**src/rtl/magnetron_pkg.sv**
```systemverilog
// Shared cook-state encoding and duty-window helper for the magnetron power controller.
package magnetron_pkg;

   typedef enum logic [1:0] {
      ST_IDLE  = 2'd0,
      ST_COOK  = 2'd1,
      ST_PAUSE = 2'd2,
      ST_DONE  = 2'd3
   } cook_state_e;

   // Clocks of magnetron-on time contributed by each power level within one window.
   function automatic int unsigned slots_per_level(input int unsigned cycle_len,
                                                   input int unsigned num_levels);
      return cycle_len / num_levels;
   endfunction

endpackage

```
**src/rtl/magnetron_power_ctrl_duty.sv**
```systemverilog
// Duty-window generator: phase counter, wrap strobe and on/off compare against the effective level.
module duty_cycle_gen
   import magnetron_pkg::*;
#(
   parameter int unsigned NUM_LEVELS = 10,
   parameter int unsigned CYCLE_LEN  = 100,
   parameter int unsigned PWR_W      = $clog2(NUM_LEVELS + 1)
) (
   input  logic             clk_i,
   input  logic             rst_ni,
   input  logic             en_i,
   input  logic             restart_i,
   input  logic [PWR_W-1:0] eff_level_i,
   output logic             on_o,
   output logic             wrap_o
);

   localparam int unsigned PH_W  = $clog2(CYCLE_LEN);
   localparam int unsigned TH_W  = $clog2(CYCLE_LEN + 1);
   localparam int unsigned SLOTS = slots_per_level(CYCLE_LEN, NUM_LEVELS);
   localparam int unsigned LAST  = CYCLE_LEN - 1;

   logic [PH_W-1:0] phase_q, phase_d;
   logic [TH_W-1:0] thresh;

   assign wrap_o = en_i && (phase_q == PH_W'(LAST));

   always_comb begin
      phase_d = phase_q;
      if (restart_i) begin
         phase_d = '0;
      end else if (en_i) begin
         phase_d = wrap_o ? '0 : phase_q + PH_W'(1);
      end
   end

   // Compare against the next phase so the registered output lines up with the counter.
   assign thresh = TH_W'(eff_level_i) * TH_W'(SLOTS);
   assign on_o   = TH_W'(phase_d) < thresh;

   always_ff @(posedge clk_i or negedge rst_ni) begin
      if (!rst_ni) begin
         phase_q <= '0;
      end else begin
         phase_q <= phase_d;
      end
   end

endmodule

```
**src/rtl/magnetron_power_ctrl.sv**
```systemverilog
// Cook FSM and duty-cycled magnetron drive with door interlock.
// Optional soft-start ramp enabled by defining MAGNETRON_SOFT_START_EN.
module magnetron_power_ctrl
   import magnetron_pkg::*;
#(
   parameter int unsigned NUM_LEVELS = 10,
   parameter int unsigned CYCLE_LEN  = 100,
   parameter int unsigned PWR_W      = $clog2(NUM_LEVELS + 1)
) (
   input  logic             clk,
   input  logic             reset_,
   input  logic             start_,
   input  logic             stop_,
   input  logic             clear_,
   input  logic             door_closed,
   input  logic             timer_done,
   input  logic [PWR_W-1:0] power_level,
   output logic             mag_on,
   output logic [1:0]       cook_state,
   output logic             done_pulse
);

   cook_state_e      state_q, state_d;
   logic [PWR_W-1:0] level_q, level_d, level_clamp, eff_level;
   logic             mag_q, done_q;
   logic             duty_on, wrap, cook_en, cook_restart;

   assign level_clamp = (power_level > PWR_W'(NUM_LEVELS)) ? PWR_W'(NUM_LEVELS) : power_level;

   // Priority: clear > timer > stop/door > start.
   always_comb begin
      state_d = state_q;
      case (state_q)
         ST_IDLE: begin
            if (clear_ && stop_ && door_closed && !start_ && (power_level != '0))
               state_d = ST_COOK;
         end
         ST_COOK: begin
            if (!clear_)                    state_d = ST_IDLE;
            else if (timer_done)            state_d = ST_DONE;
            else if (!stop_ || !door_closed) state_d = ST_PAUSE;
         end
         ST_PAUSE: begin
            if (!clear_)                                  state_d = ST_IDLE;
            else if (timer_done)                          state_d = ST_DONE;
            else if (stop_ && door_closed && !start_)     state_d = ST_COOK;
         end
         ST_DONE: begin
            if (!clear_ || !door_closed) state_d = ST_IDLE;
         end
         default: state_d = ST_IDLE;
      endcase
   end

   always_comb begin
      level_d = level_q;
      if (state_d == ST_IDLE) begin
         level_d = '0;
      end else if ((state_q == ST_IDLE) && (state_d == ST_COOK)) begin
         level_d = level_clamp;
      end
   end

   assign cook_restart = (state_d == ST_COOK) && (state_q != ST_COOK);
   assign cook_en      = (state_d == ST_COOK) && (state_q == ST_COOK);

`ifdef MAGNETRON_SOFT_START_EN
   logic [PWR_W-1:0] ramp_q, ramp_d;

   always_comb begin
      ramp_d = ramp_q;
      if (cook_restart) begin
         ramp_d = PWR_W'(1);
      end else if (wrap && (ramp_q < level_q)) begin
         ramp_d = ramp_q + PWR_W'(1);
      end
   end

   assign eff_level = (ramp_d < level_d) ? ramp_d : level_d;

   always_ff @(posedge clk or negedge reset_) begin
      if (!reset_) begin
         ramp_q <= '0;
      end else begin
         ramp_q <= ramp_d;
      end
   end
`else
   logic unused_wrap;

   assign eff_level   = level_d;
   assign unused_wrap = wrap;
`endif

   duty_cycle_gen #(
      .NUM_LEVELS (NUM_LEVELS),
      .CYCLE_LEN  (CYCLE_LEN),
      .PWR_W      (PWR_W)
   ) u_duty (
      .clk_i       (clk),
      .rst_ni      (reset_),
      .en_i        (cook_en),
      .restart_i   (cook_restart),
      .eff_level_i (eff_level),
      .on_o        (duty_on),
      .wrap_o      (wrap)
   );

   always_ff @(posedge clk or negedge reset_) begin
      if (!reset_) begin
         state_q <= ST_IDLE;
         level_q <= '0;
         mag_q   <= 1'b0;
         done_q  <= 1'b0;
      end else begin
         state_q <= state_d;
         level_q <= level_d;
         mag_q   <= (state_d == ST_COOK) && duty_on;
         done_q  <= (state_d == ST_DONE) && (state_q != ST_DONE);
      end
   end

   // Door interlock bypasses the register so an opening door cuts power immediately.
   assign mag_on     = mag_q & door_closed;
   assign cook_state = state_q;
   assign done_pulse = done_q;

endmodule

```
**config.mk**
```make
export PLATFORM = sky130hd
export DESIGN_NAME = magnetron_power_ctrl
export DESIGN_NICKNAME = d
export VERILOG_FILES = /design/src/rtl/magnetron_pkg.sv /design/src/rtl/magnetron_power_ctrl_duty.sv /design/src/rtl/magnetron_power_ctrl.sv
export SDC_FILE = /design/constraint.sdc
export NUM_CORES = 1
export LEC_CHECK = 0
export BUFFER_PORTS_ARGS = -buffer_cell sky130_fd_sc_hd__buf_2
export CORE_ASPECT_RATIO = 1.2
export CORE_UTILIZATION = 35
export CTS_CLUSTER_SIZE = 25
export DETAILED_ROUTE_END_ITERATION = 7
export HOLD_SLACK_MARGIN = 0.15
export SETUP_SLACK_MARGIN = 0.05
export SYNTH_ARGS = -nofsm -noshare
export SYNTH_HDL_FRONTEND = slang
export SYNTH_SLANG_ARGS = --single-unit
```
**constraint.sdc**
```tcl
create_clock -name clk -period 4 [get_ports clk]
set_input_delay 0.8 -clock clk [delete_from_list [all_inputs] [get_ports clk]]
set_output_delay 0.8 -clock clk [all_outputs]
set_load 0.05 [all_outputs]
```
== Word-level counts from Yosys, hierarchy flattened ==
Cells that the tools add are included.
Widths: inputs -> output; s select.

* Output and inout bits: 4
* Bits in registers: 15
* Word-level logic and storage cells: 54

* Reductions and logical operators: 21
* Equal/unequal tests: 8
* Bitwise gates (word level): 1
* Magnitude comparators: 2
* Mux-type cells: 15
* $mul: 1
* Add/subtract/negate cells: 1

{| class="wikitable"
|+ Operators by type and width
! operator !! count
|-
| $mux 7 || 3
|-
| $mux 2 || 8
|-
| $logic_and 1x1->1 || 12
|-
| $mux 4 || 3
|-
| $pmux 2 s4 || 1
|-
| $add 7x1->7 const B || 1
|-
| $eq 7x7->1 const B || 1
|-
| $lt 7x7->1 || 1
|-
| $eq 2x2->1 const B || 3
|-
| $mul 4x3->6 const B || 1
|-
| $eq 2x1->1 const B || 2
|-
| $gt 4x4->1 const B || 1
|-
| $logic_not 1->1 || 4
|-
| $logic_not 2->1 || 2
|-
| $reduce_bool 4->1 || 1
|-
| $logic_or 1x1->1 || 2
|-
| $ne 2x1->1 const B || 1
|-
| $ne 2x2->1 const B || 1
|-
| $and 1x1->1 || 1
|}

== Depth between registers and ports, before layout ==
Gate-level depths: netlist of run 1.

* Word-level depth: 14
* Depth in mapped cells: 18
* Mapped depth without buffers: 17

== Modules after synthesis ==
Synthesis of run 1 repeated with hierarchy kept, for this count alone.

* Cell total of the unflattened synthesis: 105
* Area, all modules: 1052.3 um^2

{| class="wikitable"
|+ By module, submodules not included
! module !! cells each !! times used !! sequential area each (um^2) !! area an instance (um^2)
|-
| duty_cycle_gen || 58 || 1 || 175.2 || 534.3
|-
| magnetron_power_ctrl || 47 || 1 || 200.2 || 518.0
|}

== Least setup slack after synthesis of run 1 ==
OpenSTA, ideal clock, no wires.

* Path type: in2reg
* Start point: input port power_level[1]
* End point: register mag_q
* Buffers on the path: 0
* Slack: -123 ps
* Arrival: 4041 ps
* Cell stages on the path: 16
* Cell sequence: or4_4 o2111a_1 or2_1 o21ai_1 nor2_1 ha_1 ha_1 ha_1 or3_1 o211ai_1 ha_1 nand3_1 nor2_1 nor4_1 nand4_1 o22ai_1

{| class="wikitable"
|+ RTL lines
! element !! RTL line !! text
|-
| start, declared || magnetron_power_ctrl.sv:17 || <nowiki>input logic [PWR_W-1:0] power_level,</nowiki>
|-
| $reduce_bool 4->1 || magnetron_power_ctrl.sv:35 || <nowiki>if (clear_ && stop_ && door_closed && !start_ && (power_level != '0))</nowiki>
|-
| $logic_and 1x1->1 || magnetron_power_ctrl.sv:35 ||
|-
| $mux 2 || magnetron_power_ctrl.sv:35 ||
|-
| $pmux 2 s4 || magnetron_power_ctrl.sv:33 || <nowiki>case (state_q)</nowiki>
|-
| $eq 2x1->1 || magnetron_power_ctrl.sv:59 || <nowiki>end else if ((state_q == ST_IDLE) && (state_d == ST_COOK)) begin</nowiki>
|-
| $logic_and 1x1->1 || magnetron_power_ctrl.sv:59 ||
|-
| $mux 4 || magnetron_power_ctrl.sv:59 ||
|-
| $mux 4 (*) || magnetron_power_ctrl.sv:57 || <nowiki>if (state_d == ST_IDLE) begin</nowiki>
|-
| via eff_level[1] || magnetron_power_ctrl.sv:24 || <nowiki>logic [PWR_W-1:0] level_q, level_d, level_clamp, eff_level;</nowiki>
|-
| $mul 4x3->6 (*) || magnetron_power_ctrl_duty.sv:38 || <nowiki>assign thresh = TH_W'(eff_level_i) * TH_W'(SLOTS);</nowiki>
|-
| $lt 7x7->1 (*) || magnetron_power_ctrl_duty.sv:39 || <nowiki>assign on_o = TH_W'(phase_d) < thresh;</nowiki>
|-
| $logic_and 1x1->1 (*) || magnetron_power_ctrl.sv:118 || <nowiki>mag_q <= (state_d == ST_COOK) && duty_on;</nowiki>
|-
| end signal, assigned || magnetron_power_ctrl.sv:118 ||
|-
| end, declared || magnetron_power_ctrl.sv:25 || <nowiki>logic mag_q, done_q;</nowiki>
|}

The timed path passes the listed nets; every way through them passes the cells marked *.

== Worst setup path after layout of run 1 ==
Ends and elaborated chain as after synthesis.

==> summary.txt, run 1 <==
Initial Util: 0.373
Post-synth top cells: dfrtp_1 (15), o21ai_1 (11), ha_1 (10), nor2_1 (10), nand2_1 (9)
hold buffers post-CTS: 0
final hold vios: 0
largest net degree at the start of global routing: 16
crit start category: input port
critical path cell sequence: buf_6 -> or4_4 -> o2111a_1 -> or2_4 -> o21ai_4 -> nor2_2 -> ha_4 -> ha_4 -> ha_4 -> inv_1 -> a2111o_1 -> o211ai_1 -> ha_1 -> nor2b_4 -> nor4_2 -> nand4_1 -> o22ai_2
P per Cell Area: 209 nW/um^2
FF-to-FF setup slack: 0.26 ns
Mapped Nets: 151
hpwl dp: 2.04 mm
Worst path depth: 17
Slew @ Worst Pin: 0.690 ns
final setup vio count: 0
critical path class: in2reg
fin worst setup slack: 0.106 ns
n_diodes: 0
Req. time, crit path: 4.22 ns
clk root buf: clkbuf_4
Vias/cell: 5.61
synthesized area: 1150 um^2
row count: 22
CTS buffer count: 3
first-pass GRT wire length: 4.69 mm
initial antenna violation count: 0
most used cell along the critical path: ha_4
Yosys cell types: 46
grt total ovfl: 0
nets: 198
Crit. End Element: register
CP delay by family, top: simple AND/OR/NAND/NOR gates
number of synthesis warnings: 0
Initial DRT Pass Iterations: 4
max cap viols: 0
outcome: completed
total track usage: 0.184
DR DRC count: 0
Crit Path Max Fanout: 4
VDD IR max: 0.116 mV
clock tree buffer depth: 2
largest cells by area after synthesis: dfrtp_1 (33%), ha_1 (11%), o21ai_1 (4.8%), nor2_1 (3.3%), nand2_1 (2.9%)
detailed-route wire length per cell: 14.0 um
Achievable Freq: 257 MHz
Seq/Total Area, Yosys: 0.327
Seq cells post-synth: 15
async set or reset register ratio after synthesis: 1.00
Critical path buffers and inverters: 2
Mapped Avg Cell Area: 8.84 um^2
Vias: 1190
I/O Buffers: 14
crit path to: mag_q
DIE HEIGHT: 64.8 um
fin util: 0.526
worst slack at placement: -0.303 ns
clock latency at the later pin of the worst-skew pair: 0.29 ns
Clock transition at path regs: 0.09 ns
Slowest-stage cell, CP: or4_4
die area: 3520 um^2
fraction of layout cells with a size suffix above 1: 0.381
Layout Cells excl Fill: 212
Synth Instances: 130
cell with the most instances after synthesis: dfrtp_1
Area Overhead vs Synth: 41.2%
CTS tree: yes
Core Region: 3080 um^2
DP Cell Count: 190
Final min period: 3.89 ns
1st-iter DRT viols: 32
RSZ-0062 raised after global routing: true
leakage: 0.744 nW
Crit path largest cell delay: 0.52 ns
critical path data arrival time: 4.11 ns
final cycle utilization of the critical path: 0.974
EDFF count, synth: 0
TritonCTS Sinks: 15
Final Wtd Congestion: 0.878
Critical Path Source: power_level[1]
Worst R2R Start: cook_state[0]
Total Wirelength: 2.96 mm
I/O pins: 15
clk_skew: 0.00328 ns
Post-synth top flop: dfrtp_1
largest area contributor in the netlist: dfrtp_1
ANT nets after route: 0
max-slew violations: 0
number of global-route vias before repair: 1057
reg-to-reg endpoint: mag_q
post-synth top area share: 0.327
Min-Delay Path Class: in2async
Worst Reg-to-Reg Cells: 16
CTS HTree Levels: 1
Die Width: 54.3 um
Slew headroom: 0.534
## per-stage QoR
| stage | TNS [ns] | power, mW | hold slack (ns) | cell area [um^2] |
|---|---|---|---|---|
| 2_1_floorplan | 0 | 0.212 | 0.465 | 1190 |
| 3_5_place_dp | -0.303 | 0.243 | 0.504 | 1400 |
| 5_1_grt | -0.0408 | 0.359 | 0.429 | 1620 |
| 3_3_place_gp | -0.268 | 0.240 | 0.493 | 1400 |
| 4_1_cts | 0 | 0.336 | 0.414 | 1540 |
| 6_report | 0 | 0.339 | 0.414 | 1620 |
## cells in the final DEF (no fill, tap or decap), drive strengths merged, types with 2 or more instances in the layout
cell	n
buf	45
a21oi	4
a31oi	2
nand3	4
o21ai	13
o211ai	4
inv	8
nor2	10
and4	2
nand3b	2
o31ai	2
nand2b	5
mux2	2
clkbuf	3
nand2	9
nor3	3
or2	4
o22ai	3
dfrtp	15
ha	10
nor2b	3
and2	2
## kinds of logic after synthesis
| kind of cell | Yosys count | synth area share |
|---|---|---|
| xor gates and xnor gates | 1 | 0.00763 |
| DFF | 15 | 0.327 |
| buffers and inverters | 11 | 0.0381 |
| muxes | 3 | 0.0316 |
| and+or+nand+nor | 52 | 0.255 |
| AOI/OAI and AO/OA | 38 | 0.232 |
| adders and majority gates | 10 | 0.109 |
## area by class of cell
type	instances	area (um^2)
fill	279	1460
multi-input combinational	104	816
sequential	15	375
timing repair buffer	45	328
tap	36	45.0
inverter	8	30.0
clock buffer	3	22.5
clock inverter	1	5.00
## power by group
| group | total (mW) | switching (mW) | internal [mW] |
|---|---|---|---|
| clock network | 0.0898 | 0.0526 | 0.0372 |
| logic | 0.0870 | 0.0507 | 0.0363 |
| registers | 0.163 | 0.00609 | 0.157 |
| total | 0.339 | 0.109 | 0.230 |
## worst min path at each step
stage / start / slack, ns / to / cells after the start
global route: reset_ / 0.43 / u_duty.phase_q[2] / 1
detailed placement: u_duty.phase_q[0] / 0.50 / u_duty.phase_q[0] / 1
global placement: u_duty.phase_q[1] / 0.49 / u_duty.phase_q[1] / 1
CTS: reset_ / 0.41 / done_pulse / 1
floorplan: u_duty.phase_q[0] / 0.46 / u_duty.phase_q[0] / 1
finish: reset_ / 0.41 / u_duty.phase_q[0] / 1
## sequential cells by signal, indices dropped and copies added (netlist names)
register	cells
done_pulse	1
u_duty.phase_q	7
mag_q	1
cook_state	2
level_q	4
## timing repair
item / CTS / global route
endpoints found under the setup margin: 1 / 1
pin swaps: 3 / 11
buffers inserted: 15 / 3
gates resized for setup: 1 / 11
## metal layers
metal / part of all wire / GRT usage
met1: 0.43 / 0.226
met5: 0 / 0
met3: 0.032 / 0.0282
met4: 0.019 / 0.0801
met2: 0.52 / 0.305
Note: power is estimated with default switching activity, not from simulation.
==> inputs of run 2 (changes only) <==
- CORE_MARGIN: not set -> 2
- SYNTH_HIERARCHICAL: not set -> 1
==> run 2 against run 1 <==
Against the previous run: clock skew up 0.0026 ns; sequential power about the same; non-clock buffer count down 28; sequential cell count unchanged; first-iteration DRC count down 63%; combinational power down 13%; wire length down 32%; sequential share of layout area up 8.4 points; area after synthesis down 8.9%; register-to-register slack better by 0.37 ns; critical endpoint unchanged; largest cell class unchanged.
==> summary.txt, run 2 <==
Clock transition at path regs: 0.10 ns (was 0.09 ns)
FF/Latch Area: 375 um^2 (unchanged)
Filler cells: 288 (was 279)
ANT nets after route: 0 (unchanged)
final cycle utilization of the critical path: 0.873 (was 0.974)
Core Region: 2810 um^2 (was 3080 um^2)
final hold vios: 0 (unchanged)
Mapped Nets: 125 (was 151)
Crit Path Max Fanout: 8 (was 4)
Req. time, crit path: 4.16 ns (was 4.22 ns)
hold buffers post-CTS: 0 (unchanged)
Mapped Avg Cell Area: 10.1 um^2 (was 8.84 um^2)
DP Cell Count: 153 (was 190)
Worst Reg-to-Reg Cells: 14 (was 16)
max reg flops: 7 (unchanged)
critical path class: in2reg (unchanged)
number of global-route vias before repair: 831 (was 1057)
most used cell along the critical path: ha_1 (was ha_4)
number of synthesis warnings: 6 (was 0)
total track usage: 0.132 (was 0.184)
TritonCTS Sinks: 15 (unchanged)
critical path cell sequence: buf_2 -> nor4_2 -> a211oi_4 -> nor2_4 -> mux2i_1 -> ha_1 -> ha_1 -> inv_1 -> fa_1 -> xor2_1 -> ha_1 -> nand2_1 -> nor3_1 -> a21oi_1 -> nor3b_1 (was buf_6 -> or4_4 -> o2111a_1 -> or2_4 -> o21ai_4 -> nor2_2 -> ha_4 -> ha_4 -> ha_4 -> inv_1 -> a2111o_1 -> o211ai_1 -> ha_1 -> nor2b_4 -> nor4_2 -> nand4_1 -> o22ai_2)
VDD IR max: 0.133 mV (was 0.116 mV)
Initial DRT Pass Iterations: 4 (unchanged)
Layout Cells excl Fill: 157 (was 212)
Synth Instances: 104 (was 130)
final setup vio count: 0 (unchanged)
Min-Delay Path Class: in2async (unchanged)
die area: 3440 um^2 (was 3520 um^2)
most frequent cells in the layout: dfrtp_1 (15), buf_2 (14), ha_1 (9) (was buf_4 (30), dfrtp_1 (15), buf_2 (12))
row count: 21 (was 22)
# Post-CTS Setup Buffers: 0 (was 15)
nets: 145 (was 198)
CTS HTree Levels: 1 (unchanged)
DR DRC count: 0 (unchanged)
Final min period: 3.49 ns (was 3.89 ns)
max cap viols: 0 (unchanged)
hpwl dp: 1.59 mm (was 2.04 mm)
Final Wtd Congestion: 0.729 (was 0.878)
I/O pins: 15 (unchanged)
n_diodes: 0 (unchanged)
Initial Util: 0.372 (was 0.373)
Area Overhead vs Synth: 13.8% (was 41.2%)
critical path data arrival time: 3.66 ns (was 4.11 ns)
post-CTS resize count: 0 (was 1)
DIE HEIGHT: 63.9 um (was 64.8 um)
fraction of layout cells with a size suffix above 1: 0.244 (was 0.381)
crit start category: input port (unchanged)
grt total ovfl: 0 (unchanged)
area of the multi-input gates: 622 um^2 (was 816 um^2)
Vias: 827 (was 1190)
Slew headroom: 0.758 (was 0.534)
1st-iter DRT viols: 12 (was 32)
max-slew violations: 0 (unchanged)
first-pass GRT wire length: 3.43 mm (was 4.69 mm)
detailed-route wire length per cell: 12.8 um (was 14.0 um)
RSZ-0062 raised after global routing: false (was true)
Vias/cell: 5.27 (was 5.61)
synthesized area: 1050 um^2 (was 1150 um^2)
clk_skew: 0.00585 ns (was 0.00328 ns)
CTS tree: yes (unchanged)
initial antenna violation count: 0 (unchanged)
clock latency at the later pin of the worst-skew pair: 0.28 ns (was 0.29 ns)
Achievable Freq: 286 MHz (was 257 MHz)
Crit. End Element: register (unchanged)
clk root buf: clkbuf_4 (unchanged)
Total Wirelength: 2.01 mm (was 2.96 mm)
Slowest-stage cell, CP: nor4_2 (was or4_4)
Largest Register: u_duty/phase_q (was u_duty.phase_q)
Die Width: 53.9 um (was 54.3 um)
CTS buffer count: 3 (unchanged)
Crit path largest cell delay: 0.37 ns (was 0.52 ns)
Slew @ Worst Pin: 0.363 ns (was 0.690 ns)
largest net degree at the start of global routing: 16 (unchanged)
clock tree buffer depth: 2 (unchanged)
P per Cell Area: 276 nW/um^2 (was 209 nW/um^2)
final setup TNS: 0 ns (unchanged)
outcome: completed (unchanged)
I/O Buffers: 14 (unchanged)
leading cell type in the layout, fill and taps excluded: dfrtp_1 (was buf_4)
Power Total: 329 uW (was 339 uW)
leakage: 0.580 nW (was 0.744 nW)
## run 2: cell count changes in the layout (fill, tap and decap cells not counted), moves of 4 or more
cell	change
nand3_1	-4
a21oi_1	+4
nand2b_1	-5
o21ai_1	-10
xor2_1	+4
buf_4	-27
## run 2: power breakdown
group	switching (mW)	leakage, nW	internal (mW)	total, mW
sequential	0.00756	0.207	0.159	0.166
clock	0.0497	0.0177	0.0370	0.0867
combinational	0.0458	0.355	0.0300	0.0758
## run 2: final timing paths
check | startpoint | endpoint | slack [ns]
worst max register to register | cook_state[1] | mag_q | 0.63
worst min register to register | level_q[1] | level_q[1] | 0.58
worst min-delay path | reset_ | u_duty/phase_q[0] | 0.41
worst max-delay path | power_level[0] | mag_q | 0.51
max in group asynchronous | reset_ | level_q[1] | 3.32
min in group clk | level_q[1] | level_q[1] | 0.58
## run 2: through the flow
step / hold WS, ns / utilization / worst slack (ns) / instance area, um^2
finish: 0.414 / 0.423 / 0.507 / 1190
detailed placement: 0.566 / 0.413 / 0.185 / 1160
global placement: 0.560 / 0.413 / 0.241 / 1160
CTS: 0.415 / 0.423 / 0.477 / 1190
global route: 0.420 / 0.423 / 0.223 / 1190
floorplan: 0.504 / - / 0.506 / 1050
## run 2: area by class of cell
class | instances | area share
timing repair buffer | 17 | 0.0778
inverter | 8 | 0.0252
clock inverter | 1 | 0.00421
sequential | 15 | 0.315
multi-input combinational | 79 | 0.523
tap | 34 | 0.0358
clock buffer | 3 | 0.0189
## run 2: critical path, delay by kind of cell
family / cells / cell delay (ns)
multiplexers: 1 / 0.34
AO/OA/AOI/OAI: 2 / 0.21
AND/OR/NAND/NOR: 5 / 0.97
XOR/XNOR: 1 / 0.17
buffers and inverters: 2 / 0.16
adder cells (fa/ha/maj): 4 / 1.00
## run 2: metal layers
layer	vias to the layer above	global-route usage	share of wire
met2	13	0.221	0.51
met1	398	0.160	0.45
met5	-	0	0
met3	2	0.0234	0.027
met4	0	0.0577	0.013
li1	414	-	-
